## config.mk

```make
export PLATFORM = sky130hd
export DESIGN_NAME = grey_dec
export DESIGN_NICKNAME = d
export VERILOG_FILES = /design/src/rtl/grey_pkg.sv /design/src/rtl/grey_dec_digit.sv /design/src/rtl/grey_dec.sv
export SDC_FILE = /design/constraint.sdc
export NUM_CORES = 1
export LEC_CHECK = 0
export CAP_MARGIN = 20
export CORE_UTILIZATION = 55
export DETAILED_ROUTE_END_ITERATION = 10
export DONT_BUFFER_PORTS = 1
export PLACE_DENSITY = 0.7
export RECOVER_POWER = 25
export SLEW_MARGIN = 15
export SYNTH_ARGS = -nofsm -noshare
export SYNTH_HDL_FRONTEND = slang
export SYNTH_SLANG_ARGS = --single-unit
```

## constraint.sdc

```tcl
create_clock -name i_clk -period 2.2 [get_ports i_clk]
set_clock_uncertainty 0.1 [all_clocks]
set_input_delay 0.55 -clock i_clk [delete_from_list [all_inputs] [get_ports i_clk]]
set_output_delay 0.55 -clock i_clk [all_outputs]
set_load 0.02 [all_outputs]
```

## src/rtl/grey_pkg.sv

```systemverilog
// grey_pkg: the 5-bit decade code shared by the grey counters and decoder.
// It holds the ten code constants, code->{legal,bcd} decode and bcd->code encode.
package grey_pkg;
    localparam int GREY_W = 5;
    localparam logic [GREY_W-1:0] CODE_0 = 5'b11000;
    localparam logic [GREY_W-1:0] CODE_1 = 5'b11001;
    localparam logic [GREY_W-1:0] CODE_2 = 5'b10001;
    localparam logic [GREY_W-1:0] CODE_3 = 5'b10011;
    localparam logic [GREY_W-1:0] CODE_4 = 5'b00011;
    localparam logic [GREY_W-1:0] CODE_5 = 5'b00111;
    localparam logic [GREY_W-1:0] CODE_6 = 5'b00110;
    localparam logic [GREY_W-1:0] CODE_7 = 5'b01110;
    localparam logic [GREY_W-1:0] CODE_8 = 5'b01100;
    localparam logic [GREY_W-1:0] CODE_9 = 5'b11100;
    localparam logic [GREY_W-1:0] CODES [10] = '{CODE_0, CODE_1, CODE_2, CODE_3, CODE_4,
                                                  CODE_5, CODE_6, CODE_7, CODE_8, CODE_9};

    typedef struct packed {
        logic       legal;
        logic [3:0] bcd;
    } grey_dec_t;

    function automatic grey_dec_t grey_decode(input logic [GREY_W-1:0] code);
        grey_decode = '{legal: 1'b0, bcd: 4'd0};
        for (int i = 0; i < 10; i++)
            if (code == CODES[i]) grey_decode = '{legal: 1'b1, bcd: 4'(i)};
    endfunction

    function automatic logic [GREY_W-1:0] grey_encode(input logic [3:0] bcd);
        case (bcd)
            4'd1:    grey_encode = CODE_1;
            4'd2:    grey_encode = CODE_2;
            4'd3:    grey_encode = CODE_3;
            4'd4:    grey_encode = CODE_4;
            4'd5:    grey_encode = CODE_5;
            4'd6:    grey_encode = CODE_6;
            4'd7:    grey_encode = CODE_7;
            4'd8:    grey_encode = CODE_8;
            4'd9:    grey_encode = CODE_9;
            default: grey_encode = CODE_0;
        endcase
    endfunction
endpackage

```

## src/rtl/grey_dec_digit.sv

```systemverilog
// grey_dec_digit: two-flop synchronizer for one digit code plus a registered decode of s2.
module grey_dec_digit
    import grey_pkg::*;
(
    input  logic              i_clk,
    input  logic              w_rst,
    input  logic [GREY_W-1:0] i_code,
    output logic [GREY_W-1:0] o_s2,
    output logic              o_legal,
    output logic [3:0]        o_bcd
);
    logic [GREY_W-1:0] r_s1, r_s2;
    grey_dec_t w_dec;

    assign w_dec = grey_decode(r_s2);
    assign o_s2  = r_s2;

    always_ff @(posedge i_clk) begin
        if (w_rst) begin
            r_s1    <= CODE_0;
            r_s2    <= CODE_0;
            o_legal <= 1'b1;
            o_bcd   <= 4'd0;
        end else begin
            r_s1    <= i_code;
            r_s2    <= r_s1;
            o_legal <= w_dec.legal;
            o_bcd   <= w_dec.bcd;
        end
    end
endmodule

```

## src/rtl/grey_dec.sv

```systemverilog
// grey_dec: synchronizes a bank of decade-code digits, filters for stability, publishes BCD with strobes.
// Define GREY_DEC_SKIP_EN to build the count-skip checker; otherwise o_skip is tied low.
module grey_dec
    import grey_pkg::*;
#(
    parameter int pDIGITS = 2,
    parameter int pSTABLE = 2
) (
    input  logic                      i_clk,
    input  logic                      w_rst,
    input  logic [GREY_W*pDIGITS-1:0] i_grey,
    output logic [4*pDIGITS-1:0]      o_bcd,
    output logic                      o_valid,
    output logic                      o_err,
    output logic                      o_skip
);
    localparam int CW = 4;

    logic [GREY_W*pDIGITS-1:0] w_s2, r_last, r_pub;
    logic [pDIGITS-1:0]        w_legal;
    logic [4*pDIGITS-1:0]      w_dbcd;
    logic [CW-1:0]             r_cnt;
    logic [1:0]                r_warm;
    logic                      r_lv, r_first, w_same, w_accept, w_ok, w_pub;

    for (genvar d = 0; d < pDIGITS; d++) begin : g_dig
        grey_dec_digit u_digit (
            .i_clk   (i_clk),
            .w_rst   (w_rst),
            .i_code  (i_grey[GREY_W*d +: GREY_W]),
            .o_s2    (w_s2[GREY_W*d +: GREY_W]),
            .o_legal (w_legal[d]),
            .o_bcd   (w_dbcd[4*d +: 4])
        );
    end

    // Reset contents of s1/s2 are not real samples, so r_last only counts once true data reached it.
    assign w_same   = r_lv && (w_s2 == r_last);
    assign w_accept = w_same && (r_cnt == CW'(pSTABLE - 1));
    assign w_ok     = &w_legal;
    assign w_pub    = w_accept && w_ok && (r_first || (w_s2 != r_pub));

    always_ff @(posedge i_clk) begin
        if (w_rst) begin
            r_warm  <= 2'b00;
            r_lv    <= 1'b0;
            r_last  <= {pDIGITS{CODE_0}};
            r_pub   <= {pDIGITS{CODE_0}};
            r_cnt   <= '0;
            r_first <= 1'b1;
            o_bcd   <= '0;
            o_valid <= 1'b0;
            o_err   <= 1'b0;
        end else begin
            r_warm  <= {r_warm[0], 1'b1};
            r_lv    <= r_warm[1];
            r_last  <= w_s2;
            r_cnt   <= !w_same ? '0 : (r_cnt == CW'(pSTABLE) ? r_cnt : r_cnt + 1'b1);
            o_valid <= w_pub;
            o_err   <= w_accept && !w_ok;
            if (w_pub) begin
                r_pub   <= w_s2;
                o_bcd   <= w_dbcd;
                r_first <= 1'b0;
            end
        end
    end

`ifdef GREY_DEC_SKIP_EN
    logic [4*pDIGITS-1:0] w_inc;
    logic                 w_carry;

    always_comb begin
        w_inc   = o_bcd;
        w_carry = 1'b1;
        for (int k = 0; k < pDIGITS; k++) begin
            w_inc[4*k +: 4] = !w_carry ? o_bcd[4*k +: 4] :
                              (o_bcd[4*k +: 4] == 4'd9 ? 4'd0 : o_bcd[4*k +: 4] + 4'd1);
            w_carry = w_carry && (o_bcd[4*k +: 4] == 4'd9);
        end
    end

    always_ff @(posedge i_clk)
        o_skip <= w_rst ? 1'b0 : (w_pub && !r_first && (w_dbcd != w_inc));
`else
    assign o_skip = 1'b0;
`endif
endmodule

```

After elaboration in Yosys (flattened, before gate mapping)
Cells that the tools add are included.
{ "totals": {"ff_bits": 68, "input_bits": 12, "out_inout_bits": 11, "word_cells": 80} }
{ "op_classes": {"add_sub_neg": 1, "n_eq_ne": 24, "mux": 21, "bitwise_logic": 1, "n_reduce_logical": 13} }
{ "ops": {"columns": ["cell", "n"], "rows": [
  ["two-way mux 4 bit", 18],
  ["== test 5 bit, second input constant", 10],
  ["== test 5 x 3 -> 1 bit, second input constant", 4],
  ["== test 5 x 4 -> 1 bit, second input constant", 4],
  ["OR reduction 10 bit", 2],
  ["== test 10 bit", 1],
  ["== test 5 x 2 -> 1 bit, second input constant", 2],
  ["two-way mux 5 bit", 2],
  ["inequality test 10 bit", 1],
  ["OR reduction 3 bit", 2],
  ["logical AND 1 bit", 5],
  ["adder 4 x 1 -> 4 bit, second input constant", 1],
  ["== test 4 x 1 -> 1 bit, second input constant", 1],
  ["== test 4 x 2 -> 1 bit, second input constant", 1],
  ["AND reduction 2 bit", 1],
  ["OR reduction 2 bit", 1],
  ["zero test 1 bit", 1],
  ["logical OR 1 bit", 1],
  ["two-way mux 1 bit", 1],
  ["NOT 1 bit", 1]
]} }

Logic depth before layout (Yosys ltp)
Gate-level depths: netlist of the first run.
{ "depth": {"depth_word": 11, "depth_mapped": 8, "mapped_depth_nobuf": 6} }

Cells and area by module
A second synthesis of the first run with hierarchy kept.
{ "hier_totals": {"cells_unflattened": 268, "area_unflattened_um2": 2786.4} }
{ "modules_own_cells": {"columns": ["mod", "n_inst", "cells_per_inst", "area_each_um2", "seq_area_each_um2"], "rows": [
  ["grey_dec", 1, 164, 1662.8, 760.7],
  ["grey_dec_digit", 2, 52, 561.8, 300.3]
]} }

Worst setup path before layout of the first run
OpenSTA, ideal clock, no wires.
{ "synth_timing": {"path_kind": "flip-flop to flip-flop", "from": "reg g_dig[0].u_digit.r_s2[2]", "to": "reg r_pub[0]", "arrival_time_ps": 1526, "required_time_ps": 1979, "slack_ps": 452, "path_stages_with_launch": 7, "n_path_buf": 1, "period_less_slack_ps": 1748, "cell_sequence": "dfxtp_1 > buf_6 > xor2_1 > nor4_1 > nand3_2 > nand2_4 > mux2_4"} }
{ "synth_between": {"elab_chain_len": 5, "elab_cells_between_ends": 7, "cone_classes": "eq/ne: 2; reduce/logical: 5"} }
{ "synth_rtl": {"columns": ["item", "line", "text"], "rows": [
  ["from (decl)", "grey_dec_digit.sv:12", "logic [GREY_W-1:0] r_s1, r_s2;"],
  ["from (signal assigned)", "grey_dec_digit.sv:26", "r_s2 <= r_s1;"],
  ["== test 10 bit", "grey_dec.sv:38", "assign w_same = r_lv && (w_s2 == r_last);"],
  ["logical AND 1 bit", "grey_dec.sv:38", null],
  ["logical AND 1 bit", "grey_dec.sv:39", "assign w_accept = w_same && (r_cnt == CW'(pSTABLE - 1));"],
  ["logical AND 1 bit", "grey_dec.sv:41", "assign w_pub = w_accept && w_ok && (r_first || (w_s2 != r_pub));"],
  ["logical AND 1 bit (*)", "grey_dec.sv:41", null],
  ["to (signal assigned)", "grey_dec.sv:48", "r_pub <= {pDIGITS{CODE_0}};"],
  ["to (signal assigned)", "grey_dec.sv:62", "r_pub <= w_s2;"],
  ["to (decl)", "grey_dec.sv:19", "logic [GREY_W*pDIGITS-1:0] w_s2, r_last, r_pub;"]
]} }
Mark *: on every way between the ends. The rest lies on a longest branch, timed or not.
A chain may end at the register's enable or synchronous reset.

Worst setup path in the final report of the first run
{ "layout_timing": {"from": "reg r_cnt[0]", "to": "reg r_pub[1]"} }
{ "layout_between": {"elab_chain_len": 4} }
{ "layout_rtl": {"columns": ["item", "line", "text"], "rows": [
  ["from (decl)", "grey_dec.sv:22", "logic [CW-1:0] r_cnt;"],
  ["from (signal assigned)", "grey_dec.sv:58", "r_cnt <= !w_same ? '0 : (r_cnt == CW'(pSTABLE) ? r_cnt : r_cnt + 1'b1);"],
  ["== test 4 x 1 -> 1 bit", "grey_dec.sv:39", null],
  ["logical AND 1 bit", "grey_dec.sv:39", null],
  ["logical AND 1 bit (2 in a row)", "grey_dec.sv:41", null]
]} }
Every way passes these cells.

==> metrics.md, run 1 <==
| Metric | Value |
|---|---|
| Result of the run | `finished, final reports clean` |
| Count of buffers added by post-CTS timing repair for setup | `0` |
| Buffers added on ports | `0` |
| Setup-failing EPs final | `0` |
| CTS Sinks | `just under 70` |
| Cell Pwr Density | `765 mW/mm^2` |
| Top cells by area in the synthesized netlist | `dfxtp_1, nor2b_1, xnor2_1` |
| Worst setup path category | `flip-flop to flip-flop` |
| Average cell area after synthesis | `10.2 um^2` |
| Initial antenna violation count | `0` |
| Post-detailed-route DRC marker count | `0` |
| Cell taking the most area after synthesis | `dfxtp_1` |
| Layout net count | `292` |
| Placer's final routability congestion estimate | `roughly 0.74` |
| Worst vdd rail ir drop | `around 460 uV` |
| Register area share after synthesis | `48.8%` |
| Core Box Area | `0.00479 mm^2` |
| Floorplan die area | `0.00536 mm^2` |
| # diodes | `0` |
| Number of instances in the synthesized netlist | `274` |
| Number of rows in the core area | `25` |
| Final Hold Slack | `0.166 ns` |
| Deepest clock path buffer count | `2` |
| Number of top-level pins | `23` |
| DRC violation total after the first TritonRoute iteration | `about 150` |
| Number of pins exceeding their max-slew limit in the final report | `0` |
| Clk slew on worst S/H paths | `~0.070 ns` |
| Launching element type of the critical path | `flip-flop` |
| Hold buffers post-CTS | `0` |
| CTS tree | `done` |
| Number of nets with antenna violations after detailed routing | `0` |
| Starting utilization of the core area | `58.2%` |
| Most frequent cells in the layout | `dfxtp_1, nor2b_1, nor2_1` |
| Data required time at the worst endpoint | `2.33 ns` |
| CTS-repair resized insts | `0` |
| Filler cell count | `418` |
| Vias in the first global route | `1636` |
| Die height | `73.2 um` |
| Most common cell after layout, fill and taps aside | `dfxtp_1` |
| Worst-case register-to-register setup slack | `0.27 ns` |
| Number of H-tree levels | `3` |
| Final routed wire length divided by cell count | `13.0 um` |
| Maximum number of pins on one net before global-route repair | `53` |
| Static Leak | `1.26 nW` |
| First-pass GRT wire length | `7580 um` |
| Max Fclk | `518 MHz` |
| Detailed-routing iteration count for the pre-antenna-repair pass | `4` |
| Final Critical Period | `1.93 ns` |
| Fraction of post-synthesis cell area in the top cell type by area | `48.8%` |
| Synthesis-to-layout area growth | `7.45%` |
| Die W | `73.2 um` |
| Min-delay worst type | `input port to flip-flop` |
| Warnings, synthesis | `0` |
| Via density | `5.01` |
| Unique masters post-synth | `41` |
| Global router's overall resource usage | `20.0%` |
| Syn nets | `289` |
| Synthesis-stage register bit count | `68` |
| Root Driver | `clkbuf_8` |
| Total Wirelength | `4530 um` |
| Data arrival time of the critical path | `2.06 ns` |
| Inserted Clock Buffers | `9` |
| Vias | `roughly 1700` |
| Share of post-route cells with drive strength above 1 | `about 20%` |
| Final Hold Fails | `0` |
| Max-cap violations | `0` |
| Total grt overflow | `0` |
| HPWL after detailed placement | `3040 um` |
| Crit share post-route | `between 80% and 90%` |
| Largest fanout on the critical path | `20` |
| Sort of element at the end of the critical path | `flip-flop` |
| RSZ-0062 raised after global routing | `false` |
| Post-synth design cell area | `0.00279 mm^2` |
| Clock latency reported for the late side of the worst-skew pair | `0.34 ns` |
| Aggregate negative setup slack | `0 ns` |
==> stage by stage <==
stage | area [um^2] | worst slack, ns | std cells | power [mW] | utilization (%)
after detailed placement | 2820 | 0.285 | 333 | 1.42 | 58.9
after global placement | 2820 | 0.323 | 333 | 1.42 | 58.9
after floorplan | 2790 | 0.452 | 274 | 1.42 | -
final | 3000 | 0.268 | 349 | 2.29 | 62.6
after global routing | 3000 | 0.158 | 349 | 2.40 | 62.6
after CTS | 3000 | 0.266 | 349 | 2.33 | 62.6
==> state kept, by name, summed over array words and instances, names as in the netlist <==
signal,count
r_pub,10
r_lv,1
o_bcd,8
r_first,1
r_warm,2
o_err,1
g_dig.u_digit.o_legal,2
g_dig.u_digit.o_bcd,8
g_dig.u_digit.o_s2,10
r_last,10
r_cnt,4
o_valid,1
g_dig.u_digit.r_s1,10
==> cell usage after synthesis, drive strengths merged <==
library cell   n
dfxtp         68
nor2b         24
nor2          22
nand2         21
xnor2         15
buf           13
a21oi         12
inv           11
xor2          11
or2            9
a41o           8
clkbuf         8
nand3          6
mux2           5
mux2i          5
nor4           5
o21ai          5
nand2b         4
o22ai          4
ha             3
nand4          3
a2111oi        2
a211oi         2
a2bb2oi        2
o32a           2
or4            2
conb           1
nor3           1
==> kinds of logic after synthesis <==
family | count (synthesis) | synth area share (%)
simple gates | 97 | 19.4
flops | 68 | 48.8
compound gates | 37 | 9.61
buf+inv | 32 | 7.36
xor+xnor | 26 | 8.98
mux | 10 | 4.35
fa+ha+maj | 3 | 1.35
other cells | 1 | 0.135
==> worst paths after layout <==
path / start / endpoint / cells after the start
worst max-delay path: r_cnt[0]$_SDFFE_PP0P_ / r_pub[1]$_SDFFE_PP0P_ / 6
worst min-delay path: w_rst / r_last[7]$_SDFF_PP0_ / 1
worst max register to register: r_cnt[0]$_SDFFE_PP0P_ / r_pub[1]$_SDFFE_PP0P_ / 6
worst min register to register: g_dig[0].u_digit.r_s1[4]$_SDFF_PP1_ / g_dig[0].u_digit.o_s2[4]$_SDFF_PP1_ / 1
==> worst max-delay path, cell delays in order (launching register included) <==
cell and delay [ns]:
dfxtp_1 0.43, ha_1 0.20, nand4_1 0.21, nor4_4 0.25, buf_12 0.20, nand2_4 0.12, mux2_4 0.31
==> cell type report <==
cell class	count	area, um^2	share of cell area, %
multi-input combinational	174	1220	40.8
tap	67	83.8	2.80
inverter	11	41.3	1.38
sequential	68	1360	45.4
timing repair buffer	13	110	3.68
clock buffer	10	138	4.59
clock inverter	6	40.0	1.34
==> routing by layer <==
layer	track usage, %	routed length (um)	up-vias
met5	0	0	-
met3	10.4	257	6
li1	-	-	913
met2	30.1	2120	41
met1	24.0	2110	787
met4	7.84	53	0
==> report_power, final <==
group	internal, mW	total (mW)	leakage, nW	switching, mW
clock	0.436	0.896	0.0920	0.460
combinational	0.0574	0.120	0.613	0.0622
sequential	1.26	1.27	0.555	0.0132
total	1.75	2.29	1.26	0.535
No activity file was read; power rests on OpenSTA's default activity.
==> run 2, diff against run 1 <==
--- a/config.mk
+++ b/config.mk
@@ -7,9 +7,10 @@
 export LEC_CHECK = 0
 export CAP_MARGIN = 20
 export CORE_UTILIZATION = 55
+export CTS_CLUSTER_DIAMETER = 80
 export DETAILED_ROUTE_END_ITERATION = 10
 export DONT_BUFFER_PORTS = 1
-export PLACE_DENSITY = 0.7
+export PLACE_DENSITY = 0.73
 export RECOVER_POWER = 25
 export SLEW_MARGIN = 15
 export SYNTH_ARGS = -nofsm -noshare
==> constraint.sdc (replaced) <==
create_clock -name i_clk -period 1.6 [get_ports i_clk]
set_clock_uncertainty 0.1 [all_clocks]
set_input_delay 0.4 -clock i_clk [delete_from_list [all_inputs] [get_ports i_clk]]
set_output_delay 0.4 -clock i_clk [all_outputs]
set_load 0.02 [all_outputs]
==> metrics.md, run 2 (synthesis gave the netlist of run 1 again) <==
| Metric | Value |
|---|---|
| Vias in the first global route | `roughly 1700` |
| Data arrival time of the critical path | `1.94 ns` |
| Sort of element at the end of the critical path | `flip-flop` |
| Buffers added on ports | `0` |
| DRC violation total after the first TritonRoute iteration | `82` |
| Floorplan die area | `0.00536 mm^2` |
| Cell Pwr Density | `951 mW/mm^2` |
| Die W | `73.2 um` |
| CTS tree | `done` |
| Net switching component of the power | `689 uW` |
| Initial antenna violation count | `0` |
| Min-delay worst type | `input port to flip-flop` |
| Final core utilization | `71.0%` |
| Fraction of power consumed by combinational cells | `6.3%` |
| Deepest clock path buffer count | `2` |
| Synthesis-to-layout area growth | `21.9%` |
| Number of instances in the placed design | `approximately 350` |
| Inserted Clock Buffers | `9` |
| Clock latency reported for the late side of the worst-skew pair | `0.33 ns` |
| Number of rows in the core area | `25` |
| Area after detailed placement | `0.00295 mm^2` |
| Reg-to-Reg End | `o_bcd[5]$_SDFFE_PP0P_` |
| Result of the run | `finished with violations` |
| Number of pins exceeding their max-slew limit in the final report | `0` |
| Max-cap violations | `0` |
| First-pass GRT wire length | `7850 um` |
| Layout net count | `314` |
| RSZ-0062 raised after global routing | `true` |
| Hold Path Stages | `1` |
| Worst setup path start | `r_cnt[3]$_SDFFE_PP0P_` |
| Hold Crit Start | `w_rst` |
| Share of post-route cells with drive strength above 1 | `between 30% and 40%` |
| Max Fclk | `between 500 and 600 MHz` |
| Data required time at the worst endpoint | `about 1.7 ns` |
| Internal power | `around 2.5 mW` |
| Clk slew on worst S/H paths | `0.07 ns` |
| Final std cells w/o fill | `~370` |
| Via density | `5.01` |
| Launching element type of the critical path | `flip-flop` |
| Switching fraction of total power | `a little over a fifth` |
| Placer's final routability congestion estimate | `0.764` |
| Total grt overflow | `0` |
| Maximum number of pins on one net before global-route repair | `53` |
| Static Leak | `1.42 nW` |
| Global router's overall resource usage | `20.4%` |
| Final Hold Slack | `around 0.021 ns` |
| Violations in the final reports | `negative setup slack` |
| Worst vdd rail ir drop | `694 uV` |
| Most common cell after layout, fill and taps aside | `dfxtp_1` |
| Reg-to-Reg Start | `r_cnt[3]$_SDFFE_PP0P_` |
| Total chip power | `3.23 mW` |
| Number of top-level pins | `23` |
| Crit path capture | `o_bcd[5]$_SDFFE_PP0P_` |
| Largest fanout on the critical path | `8` |
| Worst-case register-to-register setup slack | `-0.21 ns` |
| Die height | `around 73 um` |
| CTS Sinks | `68` |
| Post-route worst setup slack | `-0.207 ns` |
| Number of H-tree levels | `3` |
| Final Hold Fails | `0` |
| Most frequent cells in the layout | `dfxtp_1, nor2b_1, buf_4` |
| Core Box Area | `0.00479 mm^2` |
| Detailed-routing iteration count for the pre-antenna-repair pass | `4` |
| Root Driver | `clkbuf_8` |
| HPWL after detailed placement | `3220 um` |
| Setup-failing EPs final | `24` |
| Total Wirelength | `5010 um` |
| Crit share post-route | `113%` |
| Final Critical Period | `about 1.8 ns` |
| Portion of total power attributed to the clock network | `39.3%` |
| Post-detailed-route DRC marker count | `0` |
| Starting utilization of the core area | `58.2%` |
| # diodes | `0` |
| Vias | `1847` |
| Final instance area | `~0.0034 mm^2` |
| Number of nets with antenna violations after detailed routing | `0` |
| Number of cells on the worst reg-to-reg path | `7` |
| Final routed wire length divided by cell count | `13.6 um` |
| Worst setup path category | `flip-flop to flip-flop` |
| Portion of total power attributed to sequential cells | `54.5%` |
[run 2: changes by cell type in the layout (fill, tap and decap cells not counted), moves of 8 or more]
cell,change
a21oi_1,-8
buf_4,+11
dfxtp_2,+12
a21oi_2,+8
buf_6,+9
dfxtp_1,-13
[run 2: layout make-up]
| class | instances | area (um^2) |
|---|---|---|
| sequential | 68 | 1380 |
| tap | 67 | 83.8 |
| timing repair buffer | 35 | 319 |
| fill | 357 | 1390 |
| clock inverter | 3 | 40.0 |
| clock buffer | 11 | 131 |
| inverter | 11 | 41.3 |
| multi-input combinational | 174 | 1400 |
[run 2: through the flow]
stage	worst slack (ns)	setup TNS (ns)
6_report	-0.207	-3.44
5_1_grt	-0.303	-5.74
4_1_cts	-0.228	-3.68
3_5_place_dp	-0.329	-5.77
3_3_place_gp	-0.297	-5.14
2_1_floorplan	-0.148	-1.64
[run 2: worst min-delay path by stage]
stage | end | slack, ns
2_1_floorplan | g_dig[0].u_digit.o_s2[3]$_SDFF_PP1_ | 0.29
5_1_grt | g_dig[1].u_digit.o_s2[0]$_SDFF_PP0_ | 0.005
6_report | r_pub[2]$_SDFFE_PP0P_ | 0.02
4_1_cts | r_pub[2]$_SDFFE_PP0P_ | 0.01
3_3_place_gp | g_dig[1].u_digit.o_s2[4]$_SDFF_PP1_ | 0.29
3_5_place_dp | g_dig[1].u_digit.o_s2[3]$_SDFF_PP1_ | 0.30
[run 2: critical path: stages (launching register included)]
cell and delay (ns):
dfxtp_2 0.34, nor2_4 0.13, nand4_1 0.21, nor4_4 0.33, buf_6 0.17, buf_8 0.15
a21oi_2 0.06, a41o_1 0.21
[run 2: power by group through the flow]
stage	Sequential, mW	Combinational (mW)	Clock (mW)
finish	1.76	0.203	1.27
global route	1.76	0.223	1.39
CTS	1.76	0.195	1.31
detailed placement	1.79	0.186	0
global placement	1.79	0.183	0
floorplan	1.79	0.166	0
[run 2: repair_timing]
action / CTS / global route
endpoints found under the setup margin: 25 / 25
hold endpoints to repair: 0 / 1
resized for setup: 25 / 37
setup buffers: 2 / 4
gates cloned: 0 / 1
pin swaps: 21 / 20
hold buffers: 0 / 1
[run 2: per-layer routing]
metal,track usage (%),vias to the layer above,share of wire [%]
met4,9.59,0,1.8
li1,-,953,-
met5,0,-,0
met2,32.3,24,49
met3,7.18,10,3.4
met1,24.7,860,46
==> run 3, diff against run 2 <==
--- a/config.mk
+++ b/config.mk
@@ -5,6 +5,7 @@
 export SDC_FILE = /design/constraint.sdc
 export NUM_CORES = 1
 export LEC_CHECK = 0
+export ABC_CLOCK_PERIOD_IN_PS = 1600
 export CAP_MARGIN = 20
 export CORE_UTILIZATION = 55
 export CTS_CLUSTER_DIAMETER = 80
@@ -12,7 +13,7 @@
 export DONT_BUFFER_PORTS = 1
 export PLACE_DENSITY = 0.73
 export RECOVER_POWER = 25
-export SLEW_MARGIN = 15
+export SLEW_MARGIN = 20
 export SYNTH_ARGS = -nofsm -noshare
 export SYNTH_HDL_FRONTEND = slang
 export SYNTH_SLANG_ARGS = --single-unit
==> results of run 3 <==
Final layout, timing and power as in run 2 (identical DEF).
==> RTL change (settings of run 3) <==
Register the output `o_err` once more, with the module's reset; this adds one clock of latency there. The other outputs are not delayed to match.
--- a/src/rtl/grey_dec.sv
+++ b/src/rtl/grey_dec.sv
@@ -15,6 +15,8 @@
     output logic                      o_skip
 );
     localparam int CW = 4;
+
+    logic o_err_s0;
 
     logic [GREY_W*pDIGITS-1:0] w_s2, r_last, r_pub;
     logic [pDIGITS-1:0]        w_legal;
@@ -50,14 +52,14 @@
             r_first <= 1'b1;
             o_bcd   <= '0;
             o_valid <= 1'b0;
-            o_err   <= 1'b0;
+            o_err_s0 <= 1'b0;
         end else begin
             r_warm  <= {r_warm[0], 1'b1};
             r_lv    <= r_warm[1];
             r_last  <= w_s2;
             r_cnt   <= !w_same ? '0 : (r_cnt == CW'(pSTABLE) ? r_cnt : r_cnt + 1'b1);
             o_valid <= w_pub;
-            o_err   <= w_accept && !w_ok;
+            o_err_s0 <= w_accept && !w_ok;
             if (w_pub) begin
                 r_pub   <= w_s2;
                 o_bcd   <= w_dbcd;
@@ -85,5 +87,13 @@
 `else
     assign o_skip = 1'b0;
 `endif
+    always_ff @(posedge i_clk) begin
+        if (w_rst) begin
+            o_err <= '0;
+        end else begin
+            o_err <= o_err_s0;
+        end
+    end
+
 endmodule
 
Function: changed (Yosys sat finds a counterexample within 10 cycles, from zero or initial values and one cycle with w_rst high).
==> RTL change against run 3 <==
Wire length is 4.3% higher. Die area down 2.2%. Highest routed layer unchanged. Cell area shrank 2.0%. Clock power up 10%. Core utilization is 0.95 points lower. First-iteration DRC count up 82%. Power grew 4.7%. Critical path depth down 2. Worst setup slack improved by 24 ps. Area after synthesis decreased by 2.2%. The run still ends with setup timing left. Sequential cell count increased by 1. Combinational power about the same.
==> RTL change: results (changes against run 3) <==
status finished with violations; failing checks setup timing; DR iter-0 viols 149 (+82%); Longest Clk Path Bufs 2 (unchanged); syn_area_per_cell 9.77 µm² (-4.0%); Syn Nets 294 (+1.7%); most frequent cells after synthesis dfxtp_1 (69), nor2b_1 (25), nor2_1 (21), xor2_1 (21); PnR worst setup slack -183 ps (+24.0 ps); Worst IR Drop VDD 0.653 mV (-6.0%); Worst-path clk slew 70 ps (about the same); Clock Latency Late Sink 350 ps (+20 ps); fraction of layout cells with a size suffix above 1 31.4% (-8.0 points); Yosys cell types 40 (-2.4%); first-pass GRT wire length 8530 µm (+8.6%); routability cong. 0.765 (about the same); First-pass DRT Iterations 5 (+1); maximum fanout along the worst path 4 (-4); Final Net Count 319 (+1.6%); WL final 5220 µm (+4.3%); synth top area cells dfxtp_1 (51%), xor2_1 (6.7%), nor2b_1 (5.7%), nor2_1 (2.9%), a21oi_1 (2.4%); vias in the first global route 1822 (+7.6%); input/output buffers 0 (unchanged); Leak 1.35 nW (-4.7%); Vias 1928 (+4.4%); switch share 22.5% (+1.2 points); Total Routing Usage GR 22.4% (+2.0 points); hpwl dp 3340 µm (+3.8%); Setup-failing EPs final 22 (-8.3%); largest net degree at the start of global routing 60 (+13%); Reg2Reg Depth 5 (-2); Arrival @ worst endpoint 1920 ps (-20 ps); DR WL/cell 13.9 µm (+2.3%); Post-DP Area 0.00295 mm² (about the same); post-synthesis sequential area ratio 50.7% (+1.9 points)
RTL change: cell count changes after synthesis, sizes merged, moves of 7 or more:
cell | run 3 | this run
xnor2 | 15 | 5
nand4 | 3 | 10
xor2 | 11 | 21
nand2 | 21 | 9
a41o | 8 | 0
o21ai | 5 | 13
RTL change: cells by family (layout without fill, tap and decap cells):
kind of cell / after synthesis / count (layout) / share of synthesized area (%)
muxes: 10 / 10 / 4.27
buffers and inverters: 32 / 62 / 5.60
AOI/OAI and AO/OA: 37 / 37 / 7.99
and+or+nand+nor: 101 / 101 / 21.6
DFF: 69 / 69 / 50.7
xor gates and xnor gates: 26 / 26 / 8.36
other: 1 / 1 / 0.138
adders and majority gates: 3 / 3 / 1.38
RTL change: through the flow:
stage	hold WS, ps	worst slack [ps]	setup TNS, ps	total power [W]	utilization [%]
after floorplan	289	-182	-2220	0.00197	-
after global placement	294	-138	-2000	0.00200	62.1
after detailed placement	296	-173	-2870	0.00200	62.1
after CTS	1.98	-166	-2640	0.00339	67.7
after global routing	2.56	-282	-5150	0.00351	70.1
final	13.5	-183	-2430	0.00338	70.1
RTL change: power by group through the flow:
stage               Clock, W  Sequential [W]  Combinational, W
detailed placement         0         0.00182          0.000186
floorplan                  0         0.00181          0.000165
finish               0.00140         0.00178          0.000203
global route         0.00150         0.00178          0.000224
CTS                  0.00142         0.00178          0.000194
global placement           0         0.00182          0.000183
RTL change: layout make-up:
class | instances | area, µm²
fill | 396 | 1420
sequential | 69 | 1390
multi-input combinational | 178 | 1340
timing repair buffer | 35 | 288
clock buffer | 12 | 145
tap | 67 | 83.8
clock inverter | 4 | 47.5
inverter | 11 | 41.3
RTL change: worst paths after layout:
path	from	end	slack, ps
setup / recovery	g_dig[0].u_digit.o_s2[3]	r_pub[1]	-180
hold / removal	w_rst	g_dig[0].u_digit.o_s2[2]	10
setup reg to reg	g_dig[0].u_digit.o_s2[3]	r_pub[1]	-180
hold reg to reg	g_dig[1].u_digit.r_s1[3]	g_dig[1].u_digit.o_s2[3]	310
RTL change: repair_timing:
item                                    4_1_cts  5_1_grt
buffers inserted                              3        1
gates cloned                                  1        0
endpoints found under the setup margin       25       25
pin swaps                                     6        9
hold endpoints to repair                      0        2
resized for setup                            13       22
hold buffers                                  0        1
RTL change: per-layer routing:
layer  routed length, µm  up-vias  GRT usage [%]
met4                 150        0           13.1
met3                 192       17           6.11
li1                    -      971              -
met5                   0        -              0
met1                2420      904           28.2
met2                2470       36           34.4
